==> src/rtl/expr_pkg.sv <==
// Shared definitions for the expression recognizer/evaluator pair:
// FSM states, token classes, ASCII constants and character decode helpers.
package expr_pkg;

    typedef enum logic [2:0] {
        ST_START,
        ST_OPEN,
        ST_DIGIT,
        ST_OP,
        ST_CLOSE,
        ST_ERR
    } state_e;

    typedef enum logic [2:0] {
        TK_DIGIT,
        TK_PLUS,
        TK_MUL,
        TK_LP,
        TK_RP,
        TK_BAD
    } tok_e;

    localparam logic [7:0] CH_ZERO = 8'h30;
    localparam logic [7:0] CH_NINE = 8'h39;
    localparam logic [7:0] CH_PLUS = 8'h2B;
    localparam logic [7:0] CH_MUL  = 8'h2A;
    localparam logic [7:0] CH_LP   = 8'h28;
    localparam logic [7:0] CH_RP   = 8'h29;

    function automatic logic is_digit(input logic [7:0] c);
        return (c >= CH_ZERO) && (c <= CH_NINE);
    endfunction

    function automatic logic is_op(input logic [7:0] c);
        return (c == CH_PLUS) || (c == CH_MUL);
    endfunction

    // Map a raw character onto the token class the FSM reasons about.
    function automatic tok_e classify(input logic [7:0] c);
        if (is_digit(c))        return TK_DIGIT;
        else if (c == CH_PLUS)  return TK_PLUS;
        else if (c == CH_MUL)   return TK_MUL;
        else if (c == CH_LP)    return TK_LP;
        else if (c == CH_RP)    return TK_RP;
        else                    return TK_BAD;
    endfunction

endpackage

==> src/rtl/expr_eval_if.sv <==
// Character stream in, evaluation status out. The source side is the
// master; the evaluator is the slave.
interface expr_eval_if #(
    parameter int WIDTH = 16
);
    logic [7:0]       in;
    logic             in_valid;
    logic [WIDTH-1:0] result;
    logic             ok;
    logic             ovf;
    logic             err;

    modport master (
        output in, in_valid,
        input  result, ok, ovf, err
    );

    modport slave (
        input  in, in_valid,
        output result, ok, ovf, err
    );
endinterface

==> src/rtl/eval_stack.sv <==
// Small LIFO holding the saved {S,P} context of each open parenthesis.
// Implemented as a shift stack so the top entry is always slot 0.
module eval_stack #(
    parameter int DW    = 32,
    parameter int DEPTH = 1
) (
    input  logic          clk,
    input  logic          clr_n,
    input  logic          push_i,
    input  logic          pop_i,
    input  logic [DW-1:0] data_i,
    output logic [DW-1:0] top_o,
    output logic          full_o,
    output logic          empty_o
);
    localparam int CW = $clog2(DEPTH + 1);

    logic [DW-1:0] mem_q [DEPTH];
    logic [CW-1:0] count_q;

    // Shift entries down on push, up on pop.
    // NOTE: the storage array is deliberately not reset; only count_q decides
    // which entries are meaningful, so clearing the data would buy nothing.
    always_ff @(posedge clk) begin
        if (push_i) begin
            mem_q[0] <= data_i;
            for (int i = 1; i < DEPTH; i++) mem_q[i] <= mem_q[i-1];
        end else if (pop_i) begin
            for (int i = 0; i < DEPTH - 1; i++) mem_q[i] <= mem_q[i+1];
        end
    end

    // Occupancy counter; push is ignored when full, pop when empty.
    always_ff @(posedge clk or negedge clr_n) begin
        if (!clr_n) begin
            count_q <= '0;
        end else if (push_i && !full_o) begin
            count_q <= count_q + CW'(1);
        end else if (pop_i && !empty_o) begin
            count_q <= count_q - CW'(1);
        end
    end

    assign top_o   = mem_q[0];
    assign full_o  = (count_q == CW'(DEPTH));
    assign empty_o = (count_q == '0);

endmodule

==> src/rtl/expr_eval.sv <==
// Expression evaluator: checks the character stream against the digit /
// '+' / '*' / parenthesis grammar and evaluates it with '*' binding tighter
// than '+'. S holds the running sum, T the current term and P the pending
// multiplier applied to the next operand.
module expr_eval
    import expr_pkg::*;
#(
    parameter int WIDTH = 16,
    parameter int DEPTH = 1
) (
    input logic        clk,
    input logic        clr_n,
    expr_eval_if.slave bus
);
    localparam int W2 = 2 * WIDTH;

    state_e           state_q;
    logic [WIDTH-1:0] s_q, t_q, p_q;
    logic             err_q, ovf_q;

    tok_e             tok;
    logic             accept, legal, push, pop;
    logic             stk_full, stk_empty;
    logic [W2-1:0]    stk_top;
    logic [WIDTH-1:0] pop_s, pop_p;
    logic [WIDTH-1:0] dval;
    logic [WIDTH:0]   sum_st;
    logic [W2-1:0]    prod_dig, prod_rp;

    assign tok    = classify(bus.in);
    assign accept = bus.in_valid && (state_q != ST_ERR);
    assign push   = accept && legal && (tok == TK_LP);
    assign pop    = accept && legal && (tok == TK_RP);
    assign pop_s  = stk_top[W2-1:WIDTH];
    assign pop_p  = stk_top[WIDTH-1:0];

    // Full-width arithmetic; the bits above WIDTH feed the overflow flag.
    assign dval     = WIDTH'(bus.in[3:0]);
    assign sum_st   = (WIDTH+1)'(s_q) + (WIDTH+1)'(t_q);
    assign prod_dig = W2'(p_q) * W2'(dval);
    assign prod_rp  = W2'(pop_p) * W2'(sum_st[WIDTH-1:0]);

    // Which tokens each state accepts; '(' needs stack room, ')' an open level.
    // NOTE: legal gets a default before the case so no path leaves it
    // unassigned, which would otherwise infer a latch.
    always_comb begin
        legal = 1'b0;
        case (state_q)
            ST_START, ST_OP: legal = (tok == TK_DIGIT) || ((tok == TK_LP) && !stk_full);
            ST_OPEN:         legal = (tok == TK_DIGIT);
            ST_DIGIT:        legal = (tok == TK_PLUS) || (tok == TK_MUL) ||
                                     ((tok == TK_RP) && !stk_empty);
            ST_CLOSE:        legal = (tok == TK_PLUS) || (tok == TK_MUL);
            default:         legal = 1'b0;
        endcase
    end

    // Grammar FSM and datapath; ERR freezes everything until reset.
    // NOTE: all state here uses non-blocking assignments so every register
    // samples the pre-edge values of S, T and P regardless of statement order.
    always_ff @(posedge clk or negedge clr_n) begin
        if (!clr_n) begin
            state_q <= ST_START;
            s_q     <= '0;
            t_q     <= '0;
            p_q     <= WIDTH'(1);
            err_q   <= 1'b0;
            ovf_q   <= 1'b0;
        end else if (accept) begin
            if (!legal) begin
                state_q <= ST_ERR;
                err_q   <= 1'b1;
            end else begin
                case (tok)
                    TK_DIGIT: begin
                        state_q <= ST_DIGIT;
                        t_q     <= prod_dig[WIDTH-1:0];
                        ovf_q   <= ovf_q | (|prod_dig[W2-1:WIDTH]);
                    end
                    TK_PLUS: begin
                        state_q <= ST_OP;
                        s_q     <= sum_st[WIDTH-1:0];
                        t_q     <= '0;
                        p_q     <= WIDTH'(1);
                        ovf_q   <= ovf_q | sum_st[WIDTH];
                    end
                    TK_MUL: begin
                        state_q <= ST_OP;
                        p_q     <= t_q;
                    end
                    TK_LP: begin
                        state_q <= ST_OPEN;
                        s_q     <= '0;
                        t_q     <= '0;
                        p_q     <= WIDTH'(1);
                    end
                    TK_RP: begin
                        state_q <= ST_CLOSE;
                        s_q     <= pop_s;
                        t_q     <= prod_rp[WIDTH-1:0];
                        p_q     <= WIDTH'(1);
                        ovf_q   <= ovf_q | sum_st[WIDTH] | (|prod_rp[W2-1:WIDTH]);
                    end
                    default: begin
                        state_q <= ST_ERR;
                        err_q   <= 1'b1;
                    end
                endcase
            end
        end
    end

    eval_stack #(
        .DW    (W2),
        .DEPTH (DEPTH)
    ) u_stack (
        .clk     (clk),
        .clr_n   (clr_n),
        .push_i  (push),
        .pop_i   (pop),
        .data_i  ({s_q, p_q}),
        .top_o   (stk_top),
        .full_o  (stk_full),
        .empty_o (stk_empty)
    );

    assign bus.result = sum_st[WIDTH-1:0];
    assign bus.ok     = ((state_q == ST_DIGIT) || (state_q == ST_CLOSE)) &&
                        stk_empty && !err_q;
    assign bus.ovf    = ovf_q;
    assign bus.err    = err_q;

endmodule

==> src/flat_wrapper.sv <==
// flat-port wrapper written by rule: the top's interface ports become plain ports
module expr_eval_flat import expr_pkg::*;
#(
    parameter int WIDTH = 16,
    parameter int DEPTH = 1
)
  (clk, clr_n, bus_in, bus_in_valid, bus_result, bus_ok, bus_ovf, bus_err);
  expr_eval_if #(.WIDTH(WIDTH)) bus_i ();
  input logic clk;
  input logic clr_n;
  input wire logic [$bits(bus_i.in)-1:0] bus_in;
  input wire logic [$bits(bus_i.in_valid)-1:0] bus_in_valid;
  output wire logic [$bits(bus_i.result)-1:0] bus_result;
  output wire logic [$bits(bus_i.ok)-1:0] bus_ok;
  output wire logic [$bits(bus_i.ovf)-1:0] bus_ovf;
  output wire logic [$bits(bus_i.err)-1:0] bus_err;
  assign bus_i.in = bus_in;
  assign bus_i.in_valid = bus_in_valid;
  assign bus_result = bus_i.result;
  assign bus_ok = bus_i.ok;
  assign bus_ovf = bus_i.ovf;
  assign bus_err = bus_i.err;
  expr_eval #(.WIDTH(WIDTH), .DEPTH(DEPTH)) u_core (.clk(clk), .clr_n(clr_n), .bus(bus_i));
endmodule
==> config.mk <==
export PLATFORM = sky130hd
export DESIGN_NAME = expr_eval_flat
export DESIGN_NICKNAME = d
export VERILOG_FILES = /design/src/rtl/expr_pkg.sv /design/src/rtl/expr_eval_if.sv /design/src/rtl/eval_stack.sv /design/src/rtl/expr_eval.sv /design/src/flat_wrapper.sv
export SDC_FILE = /design/constraint.sdc
export NUM_CORES = 1
export LEC_CHECK = 0
export BUFFER_PORTS_ARGS = -buffer_cell sky130_fd_sc_hd__buf_4
export CAP_MARGIN = 20
export CELL_PAD_IN_SITES_DETAIL_PLACEMENT = 0
export CELL_PAD_IN_SITES_GLOBAL_PLACEMENT = 1
export CORE_UTILIZATION = 25
export CTS_CLUSTER_SIZE = 14
export DETAILED_ROUTE_END_ITERATION = 6
export PLACE_DENSITY = 0.54
export SETUP_SLACK_MARGIN = 0.4
export SYNTH_ARGS = -nofsm -noshare
export SYNTH_HDL_FRONTEND = slang
export SYNTH_SLANG_ARGS = --single-unit
==> constraint.sdc <==
create_clock -name clk -period 20 [get_ports clk]
set_input_delay 2 -clock clk [delete_from_list [all_inputs] [get_ports clk]]
set_output_delay 2 -clock clk [all_outputs]
set_load 0.05 [all_outputs]
==> summary.txt, run 1 <==
final slew viol count: 0
gpl congestion: 0.852
gr usage total: 15.0%
Cell Count, Final, Fillers Out: 2463
WP data required: 20.23 ns
number of global-route vias before repair: 12.3k
Cells after Synth: 1687
final hold vios: 0
Die Area: 60600 µm²
multi-input logic area: 11400 µm²
Die Wd: 246 µm
cts hold-fix bufs: 0
maximum clock insertion buffer count: 2
total negative setup slack: 0 ns
GRT Residual Overflow: 0
clk_lat worst skew: 0.35 ns
post-synth cell types: 72
Synth top area share: 30.0%
core area: 58900 µm²
Pre-Repair DR Iteration Count: 5
register area share after synthesis: 15.5%
vias post-DR: 11.5k
CP startpoint kind: flop
worst path arrival time: 8.98 ns
leading area contributor after synthesis: fa_1
Compound-Gate Fraction of Synth Area: 13.2%
status: complete, no violations
CP delay by family, top: adder cells
crit path capture type: flop
Yosys Warn Count: 0
Max Fclk: 0.114 GHz
post-route antenna net violation count: 0
first-pass GRT wire length: 70.7 mm
post-synthesis mux area share: 0.411%
Synth Net Count: 2065
Final Critical Period: 8.75 ns
largest family of logic cells by synthesized area: adder cells
Layout fillers: 6309
# placed instances: 2444
adder-cell area share of the yosys netlist: 42.0%
RSZ-0062 raised after global routing: false
sequential cell area: 2310 µm²
CTS tree: built
vias per inst: 4.69
Setup-failing EPs final: 0
Buf+Inv Stages, Crit Path: 1
cts bufs inserted: 9
pwr dens: 21.5 nW/µm²
max-capacitance violation count: 0
Detail Placement HPWL: 33.6 mm
pin slew with the least headroom to its limit: 1.12 ns
Leak Pwr: 0.00740 µW
top_reg_cell synth: dfrtp_1
Post-Place Cell Area: 16100 µm²
Max H-tree Level: 3
Routed wire per std cell: 17.6 µm
largest net degree at the start of global routing: 55
# clock sinks: 86
final core utilization: 27.8%
post-CTS setup buffer count: 0
post_cts resized: 0
Crit path largest cell delay: 0.58 ns
height of the die: 246 µm
Area Growth Syn to Fin: 9.94%
WS Path Type: flop to flop
Iteration-0 DRC Markers: 587
Starting Density: 25.3%
Synth area leaders: fa_1 30%, ha_1 12%, dfrtp_1 8.9%
period utilization: 43.7%
I/O Buffers: 29
fraction of layout cells with a size suffix above 1: 5.98%
flop and latch count out of synthesis: 86
final net count: 2062
post-route cell area: 16400 µm²
initial antenna violation count: 0
HP Class: flop to flop
Mapped Area: 14900 µm²
relative slew slack: 25.1%
Post-Route WL: 43.3 mm
post-synthesis simple-gate area fraction: 18.6%
Max FO, Critical Path: 18
EDFF count, synth: 32
XOR/XNOR share of the synthesized area: 2.06%
Site Rows: 89
clock slew at reported path FFs: 0.07 ns
Worst VDD drop: 0.0000324 V
CTS root buffer: clkbuf_16
skew final: 0.0143 ns
Ports: 30
asr flop ratio synth: 62.8%
# DRC: 0
Avg Cell Area, Syn: 8.83 µm²
most frequent CP cell: fa_1
slowest CP cell: nand2_1
## Yosys cell counts (all sizes together) (3+ instances only)
cell / instances
and3: 8
o21bai: 7
clkbuf: 53
a31oi: 11
a21oi: 69
xnor2: 28
or2: 6
dfrtp: 53
nand4: 5
and2: 164
nand2b: 10
xor2: 7
nor3b: 3
nor2b: 8
inv: 254
or3: 4
o21ai: 97
a2111oi: 4
nor4: 5
nor3: 22
nand3: 19
o211ai: 8
ha: 144
o31ai: 6
a21o: 17
edfxtp: 32
a211oi: 18
mux2i: 5
nand2: 272
a22oi: 22
fa: 223
buf: 13
o21a: 9
nor2: 45
o31a: 4
## final cells by class
type / instances / area share [%]
clock inverters: 6 / 0.267
repair buffers: 52 / 2.67
diodes: 1 / 0.0153
clock buffers: 10 / 1.40
flip-flops and latches: 86 / 14.1
well taps: 773 / 5.90
inverters: 254 / 5.82
multi-input cells: 1281 / 69.8
## worst reg2reg max path, delay by kind of cell, from the launching register on
| family | cells | cell delay (ns) |
|---|---|---|
| fa+ha+maj | 8 | 3.81 |
| compound gates | 9 | 2.15 |
| simple gates | 6 | 1.78 |
| flops | 1 | 0.43 |
| mux | 1 | 0.23 |
| xor+xnor | 1 | 0.17 |
| buf+inv | 1 | 0.06 |
## logic make-up (layout without fill, tap and decap cells)
kind of cell,after synthesis,count (layout)
mux,6,6
fa+ha+maj,367,367
compound gates,299,299
other cells,0,1
buf+inv,320,322
simple gates,574,574
flops,86,86
xor+xnor,35,35
## path summary, 6_finish.rpt
kind                                           startpoint                                    end  slack [ns]  depth (start not counted)
worst max-delay path            u_core.t_q[1]$_DFFE_PN0P_             u_core.bus.ovf$_DFFE_PN0P_       11.25                         26
worst max register to register  u_core.t_q[1]$_DFFE_PN0P_             u_core.bus.ovf$_DFFE_PN0P_       11.25                         26
worst min-delay path            u_core.s_q[0]$_DFFE_PN0P_  u_core.u_stack.mem_q[0][16]$_DFFE_PP_        0.48                          0
min in group asynchronous                           clr_n              u_core.p_q[2]$_DFFE_PN0P_        1.73                          1
worst min register to register  u_core.s_q[0]$_DFFE_PN0P_  u_core.u_stack.mem_q[0][16]$_DFFE_PP_        0.48                          0
max in group asynchronous                           clr_n             u_core.p_q[13]$_DFFE_PN0P_       17.70                          1
## report_power, final
group / leakage [µW] / switching (µW) / total, µW / internal (µW)
combinational: 0.00616 / 7.75 / 10.0 / 2.24
clock: 0.000135 / 75.3 / 160 / 85.1
sequential: 0.00110 / 0.129 / 182 / 182
total: 0.00740 / 83.1 / 352 / 269
## layout by cell type (no fill, tap or decap), types with 32 or more instances in the layout
| cell | netlist | layout |
|---|---|---|
| nand2_1 | 272 | 272 |
| inv_1 | 254 | 254 |
| fa_1 | 223 | 223 |
| and2_1 | 164 | 164 |
| ha_1 | 144 | 144 |
| o21ai_0 | 83 | 82 |
| a21oi_1 | 67 | 67 |
| dfrtp_1 | 53 | 53 |
| buf_4 | 2 | 49 |
| nor2_1 | 45 | 43 |
| edfxtp_1 | 32 | 32 |
## metal layers
layer / global-route usage, % / part of all wire [%] / vias to the layer above
met5: 0 / 0 / -
met4: 3.09 / 1.8 / 0
met3: 1.10 / 2.8 / 33
met2: 23.8 / 45 / 198
met1: 22.1 / 50 / 5864
li1: - / - / 5451
## state kept, by name, indices dropped and copies added, names as in the netlist
signal                 cells
u_core.t_q                16
u_core.u_stack.mem_q      32
u_core.u_stack.full_o      1
u_core.bus.err             1
u_core.p_q                16
u_core.state_q             3
u_core.bus.ovf             1
u_core.s_q                16
## metrics by stage
| step | setup WS, ns | hold slack [ns] | total power, µW |
|---|---|---|---|
| 2_1_floorplan | 11.81 | 0.450 | 190 |
| 3_3_place_gp | 10.89 | 0.461 | 196 |
| 3_5_place_dp | 11.25 | 0.467 | 196 |
| 4_1_cts | 11.20 | 0.484 | 358 |
| 5_1_grt | 10.58 | 0.498 | 364 |
| 6_report | 11.25 | 0.479 | 352 |
(Power assumes the default switching activity.)
==> inputs of run 2 (changes only) <==
- PLACE_DENSITY: 0.54 -> 0.55
- clock period: 20 -> 7.1 ns (I/O delays scaled with it)
==> run 2 against run 1 <==
Against the previous run:
- the flow now finishes with violations (negative setup slack)
- sequential power grew to 2.8 times the previous value
- first-iteration DRC count fell by 4.3%
- total power grew to 3.0 times the previous value
- final cell count rose by 8.7%
- clock power rose to 3.2 times the previous value
- maximum frequency up 13%
- routed wire length up 6.5%
- register-to-register slack worse by 12 ns
- clock skew is 0.0015 ns lower
- non-clock buffer count rose by 213
- hold slack worse by 0.042 ns
==> summary.txt, run 2 (synthesis gave the netlist of run 1 again) <==
status: finished with violations
violated checks: negative setup slack
final core utilization: 32.0%
clk_lat worst skew: 0.36 ns
RSZ-0062 raised after global routing: true
Critical path origin: u_core.t_q[1]$_DFFE_PN0P_
worst path arrival time: 8.00 ns
largest net degree at the start of global routing: 55
Crit. path cell count: 29
Post-Place Cell Area: 17600 µm²
skew final: 0.0127 ns
Reg with most FFs: u_core.u_stack.mem_q
max-capacitance violation count: 0
sequential share of power: 48.6%
Worst VDD drop: 0.0000756 V
first-pass GRT wire length: 73.6 mm
Die Area: 60600 µm²
Max Fclk: 0.129 GHz
Max H-tree Level: 3
pwr dens: 56.0 nW/µm²
relative slew slack: 31.6%
Max FO, Critical Path: 7
worst r2r path cells: 29
Crit path largest cell delay: 0.57 ns
cts hold-fix bufs: 0
GRT Residual Overflow: 0
Starting Density: 25.3%
CTS tree: built
Pre-Repair DR Iteration Count: 5
Setup-failing EPs final: 2
Final Power: 1050 µW
total negative setup slack: -0.879 ns
Ports: 30
post-route cell area: 18800 µm²
# DRC: 0
Routed wire per std cell: 17.2 µm
most frequent cells in the layout: 267 x nand2_1, 246 x inv_1, 233 x buf_4
final net count: 2276
Gate power share: 2.7%
gr usage total: 15.6%
clock slew at reported path FFs: 0.07 ns
Site Rows: 89
most common cell after layout, fill and taps aside: nand2_1
multi-input logic area: 12000 µm²
CP startpoint kind: flop
CP delay by family, top: adder cells
switch share: 23.5%
sequential cell area: 2310 µm²
maximum clock insertion buffer count: 2
Leak Pwr: 0.00866 µW
I/O Buffers: 29
CTS root buffer: clkbuf_16
worst r2r src: u_core.t_q[1]$_DFFE_PN0P_
final slew viol count: 0
vias post-DR: 12.3k
cts bufs inserted: 9
HP Class: input pin to async pin
Area Growth Syn to Fin: 26.3%
final hold vios: 0
switching pwr: 248 µW
WP data required: 7.35 ns
initial antenna violation count: 0
Die Wd: 246 µm
core area: 58900 µm²
Clock Power Share: 48.7%
number of global-route vias before repair: 12.9k
fraction of layout cells with a size suffix above 1: 20.8%
fin worst setup slack: -0.657 ns
height of the die: 246 µm
Post-Route WL: 46.1 mm
period utilization: 109%
Layout fillers: 6086
Detail Placement HPWL: 37.6 mm
Iteration-0 DRC Markers: 562
Largest register FFs: 32
Buf+Inv Stages, Crit Path: 4
pin slew with the least headroom to its limit: 1.02 ns
gpl congestion: 0.881
WS Path Type: flop to flop
vias per inst: 4.60
internal power: 807 µW
post-route antenna net violation count: 0
# clock sinks: 86
crit path capture type: flop
most frequent CP cell: fa_1
slowest CP cell: fa_1
Final Critical Period: 7.76 ns
[run 2: cell count changes in the layout (fill, tap and decap cells not counted), moves of 13 or more]
| cell | delta |
|---|---|
| buf_4 | +184 |
| ha_4 | +13 |
| ha_1 | -15 |
| buf_6 | +16 |
[run 2: timing repair]
item | CTS | global route
buffers inserted | 14 | 12
setup endpoints to repair | 6 | 8
pin swaps | 56 | 32
resized for setup | 96 | 34
cloned | 0 | 2
[run 2: per-layer routing]
layer	GRT usage (%)	share of wire, %
met5	0	0
met4	2.25	0.79
met3	1.78	3.4
met2	24.9	45
met1	22.9	50
[run 2: final cells by class]
| class | count | share of cell area [%] |
|---|---|---|
| Timing Repair Buffer | 265 | 11.9 |
| Clock buffer | 10 | 1.27 |
| Multi-Input combinational cell | 1282 | 63.9 |
| Sequential cell | 86 | 12.3 |
| Inverter | 254 | 5.06 |
| Antenna cell | 1 | 0.0133 |
| Clock inverter | 6 | 0.399 |
| Tap cell | 773 | 5.14 |
[run 2: worst paths after layout]
| kind | endpoint | slack, ns |
|---|---|---|
| setup / recovery | u_core.bus.ovf$_DFFE_PN0P_ | -0.66 |
| hold / removal | u_core.p_q[2]$_DFFE_PN0P_ | 0.44 |
| setup reg to reg | u_core.bus.ovf$_DFFE_PN0P_ | -0.66 |
| hold reg to reg | u_core.u_stack.mem_q[0][31]$_DFFE_PP_ | 0.49 |
| max in group asynchronous | u_core.s_q[15]$_DFFE_PN0P_ | 6.12 |
| min in group clk | u_core.u_stack.mem_q[0][31]$_DFFE_PP_ | 0.49 |
[run 2: worst register-to-register path: cells and delay by family (launching register included)]
kind	cells	cell delay, ns
adders and majority gates	8	3.48
DFF	1	0.42
buffers and inverters	4	0.44
muxes	1	0.17
AOI/OAI and AO/OA	11	2.03
and+or+nand+nor	5	1.10
[run 2: metrics by stage]
stage	setup WS, ns	cells	hold WS, ns
final	-0.657	2677	0.436
after global routing	-1.09	2676	0.486
after CTS	-0.682	2661	0.464
after detailed placement	-1.14	2631	0.470
after global placement	-1.21	2631	0.467
after floorplan	-0.574	1687	0.414
[run 2: power by group through the flow]
| stage | combinational, µW | sequential (µW) | clock, µW |
|---|---|---|---|
| final | 28.4 | 513 | 514 |
| after global routing | 32.0 | 513 | 547 |
| after CTS | 29.7 | 513 | 527 |
| after detailed placement | 29.7 | 523 | 0 |
| after global placement | 29.1 | 523 | 0 |
| after floorplan | 10.6 | 525 | 0 |
==> inputs of run 3 (changes only) <==
- CORE_MARGIN: default -> 3
==> run 3 against run 2 <==
Against the previous run:
- via count down 0.54%
- sequential share of layout area about the same
- largest power group is now sequential cells
- largest cell class unchanged
- register-to-register slack better by 0.07 ns
- the flow still finishes with violations (negative setup slack)
- highest routed layer unchanged
- clock power down 3%
- die area up 3.3%
- critical path depth up 1
- setup slack better by 0.066 ns
- final cell count down 0.22%
==> summary.txt, run 3 (synthesis gave the netlist of run 1 again) <==
cts hold-fix bufs: 0
Post-Route WL: 46.8 mm
max-capacitance violation count: 0
core area: 58400 µm²
CTS root buffer: clkbuf_16
Largest register FFs: 32
HP Class: input pin to async pin
final core utilization: 32.4%
slowest CP cell: fa_1
most frequent CP cell: fa_1
fin worst setup slack: -0.590 ns
gpl congestion: 0.883
WS Path Type: flop to flop
total negative setup slack: -0.683 ns
CP delay by family, top: adder cells
Area Growth Syn to Fin: 26.7%
WP data required: 7.35 ns
Crit path largest cell delay: 0.60 ns
most frequent cells in the layout: 266 x nand2_1, 244 x inv_1, 239 x buf_4
most common cell after layout, fill and taps aside: nand2_1
Setup-failing EPs final: 2
worst r2r path cells: 30
final net count: 2279
Site Rows: 88
# placed instances: 2624
height of the die: 250 µm
pin slew with the least headroom to its limit: 1.02 ns
relative slew slack: 31.5%
Buf+Inv Stages, Crit Path: 9
Detail Placement HPWL: 38.3 mm
I/O Buffers: 29
clk_lat worst skew: 0.36 ns
clock slew at reported path FFs: 0.07 ns
crit path capture type: flop
Max FO, Critical Path: 5
post-route antenna net violation count: 0
Pre-Repair DR Iteration Count: 5
vias per inst: 4.58
Final Critical Period: 7.69 ns
Crit. path cell count: 30
# clock sinks: 86
Iteration-0 DRC Markers: 634
Leak Pwr: 0.00864 µW
CTS tree: built
Worst VDD drop: 0.0000779 V
initial antenna violation count: 0
final slew viol count: 0
skew final: 0.0114 ns
Reg with most FFs: u_core.u_stack.mem_q
# DRC: 0
Cell Count, Final, Fillers Out: 2671
Max H-tree Level: 3
Routed wire per std cell: 17.5 µm
GR Util met3: 2.21%
Final Power: 1040 µW
maximum clock insertion buffer count: 2
pwr dens: 55.1 nW/µm²
Hold Slack: 0.438 ns
number of global-route vias before repair: 12.7k
Starting Density: 25.5%
n_diodes: 0
first-pass GRT wire length: 74.1 mm
gr usage total: 15.0%
RSZ-0062 raised after global routing: true
period utilization: 108%
Max Fclk: 0.130 GHz
status: finished with violations
sequential cell area: 2310 µm²
violated checks: negative setup slack
CP startpoint kind: flop
Ports: 30
vias post-DR: 12.2k
most used routing layer: met2
GR met2 Demand/Resource: 23.0%
Layout fillers: 6084
Die Area: 62600 µm²
Die Wd: 250 µm
worst path arrival time: 7.94 ns
largest net degree at the start of global routing: 55
fraction of layout cells with a size suffix above 1: 21.7%
final hold vios: 0
GRT Residual Overflow: 0
met1 GRT Util: 22.7%
cts bufs inserted: 9
multi-input logic area: 12100 µm²
## run 3: changes by cell type in the layout (fill, tap and decap cells not counted), moves of 3 or more
| cell | before | now |
|---|---|---|
| o21ai_1 | 18 | 21 |
| xnor2_2 | 3 | 6 |
| ha_1 | 129 | 126 |
| o21ai_0 | 71 | 67 |
| buf_8 | 3 | 0 |
| buf_4 | 233 | 239 |
## run 3: final timing paths
check                                           start                                     to  slack, ns
max in group asynchronous                       clr_n             u_core.s_q[15]$_DFFE_PN0P_       6.09
min                                             clr_n              u_core.p_q[2]$_DFFE_PN0P_       0.44
max                         u_core.t_q[1]$_DFFE_PN0P_             u_core.bus.ovf$_DFFE_PN0P_      -0.59
min in group clk           u_core.s_q[15]$_DFFE_PN0P_  u_core.u_stack.mem_q[0][31]$_DFFE_PP_       0.49
min reg2reg                u_core.s_q[15]$_DFFE_PN0P_  u_core.u_stack.mem_q[0][31]$_DFFE_PP_       0.49
max reg2reg                 u_core.t_q[1]$_DFFE_PN0P_             u_core.bus.ovf$_DFFE_PN0P_      -0.59
## run 3: area by class of cell
| cell class | instances | share of cell area (%) |
|---|---|---|
| repair buffers | 268 | 11.9 |
| clock inverters | 6 | 0.365 |
| well taps | 765 | 5.07 |
| inverters | 254 | 5.05 |
| multi-input cells | 1282 | 64.1 |
| clock buffers | 10 | 1.21 |
| flip-flops and latches | 86 | 12.3 |
## run 3: routing by layer
layer,up-vias,wire (µm)
li1,5899,-
met1,6109,23700
met2,209,20800
met3,18,1940
met4,0,337
met5,-,0
## run 3: where the power goes
group | switching [µW] | internal [µW]
registers | 0.424 | 512
logic | 21.9 | 6.39
clock network | 223 | 276
## run 3: per-stage QoR
step / area, µm² / worst slack (ns)
after floorplan: 15000 / -0.574
after global placement: 17600 / -1.08
after detailed placement: 17600 / -1.01
after CTS: 18600 / -0.543
after global routing: 18900 / -0.912
final: 18900 / -0.590
## run 3: timing repair
item	4_1_cts	5_1_grt
pin swaps	87	21
setup endpoints to repair	7	8
buffers inserted	19	9
cloned	1	1
resized for setup	105	40
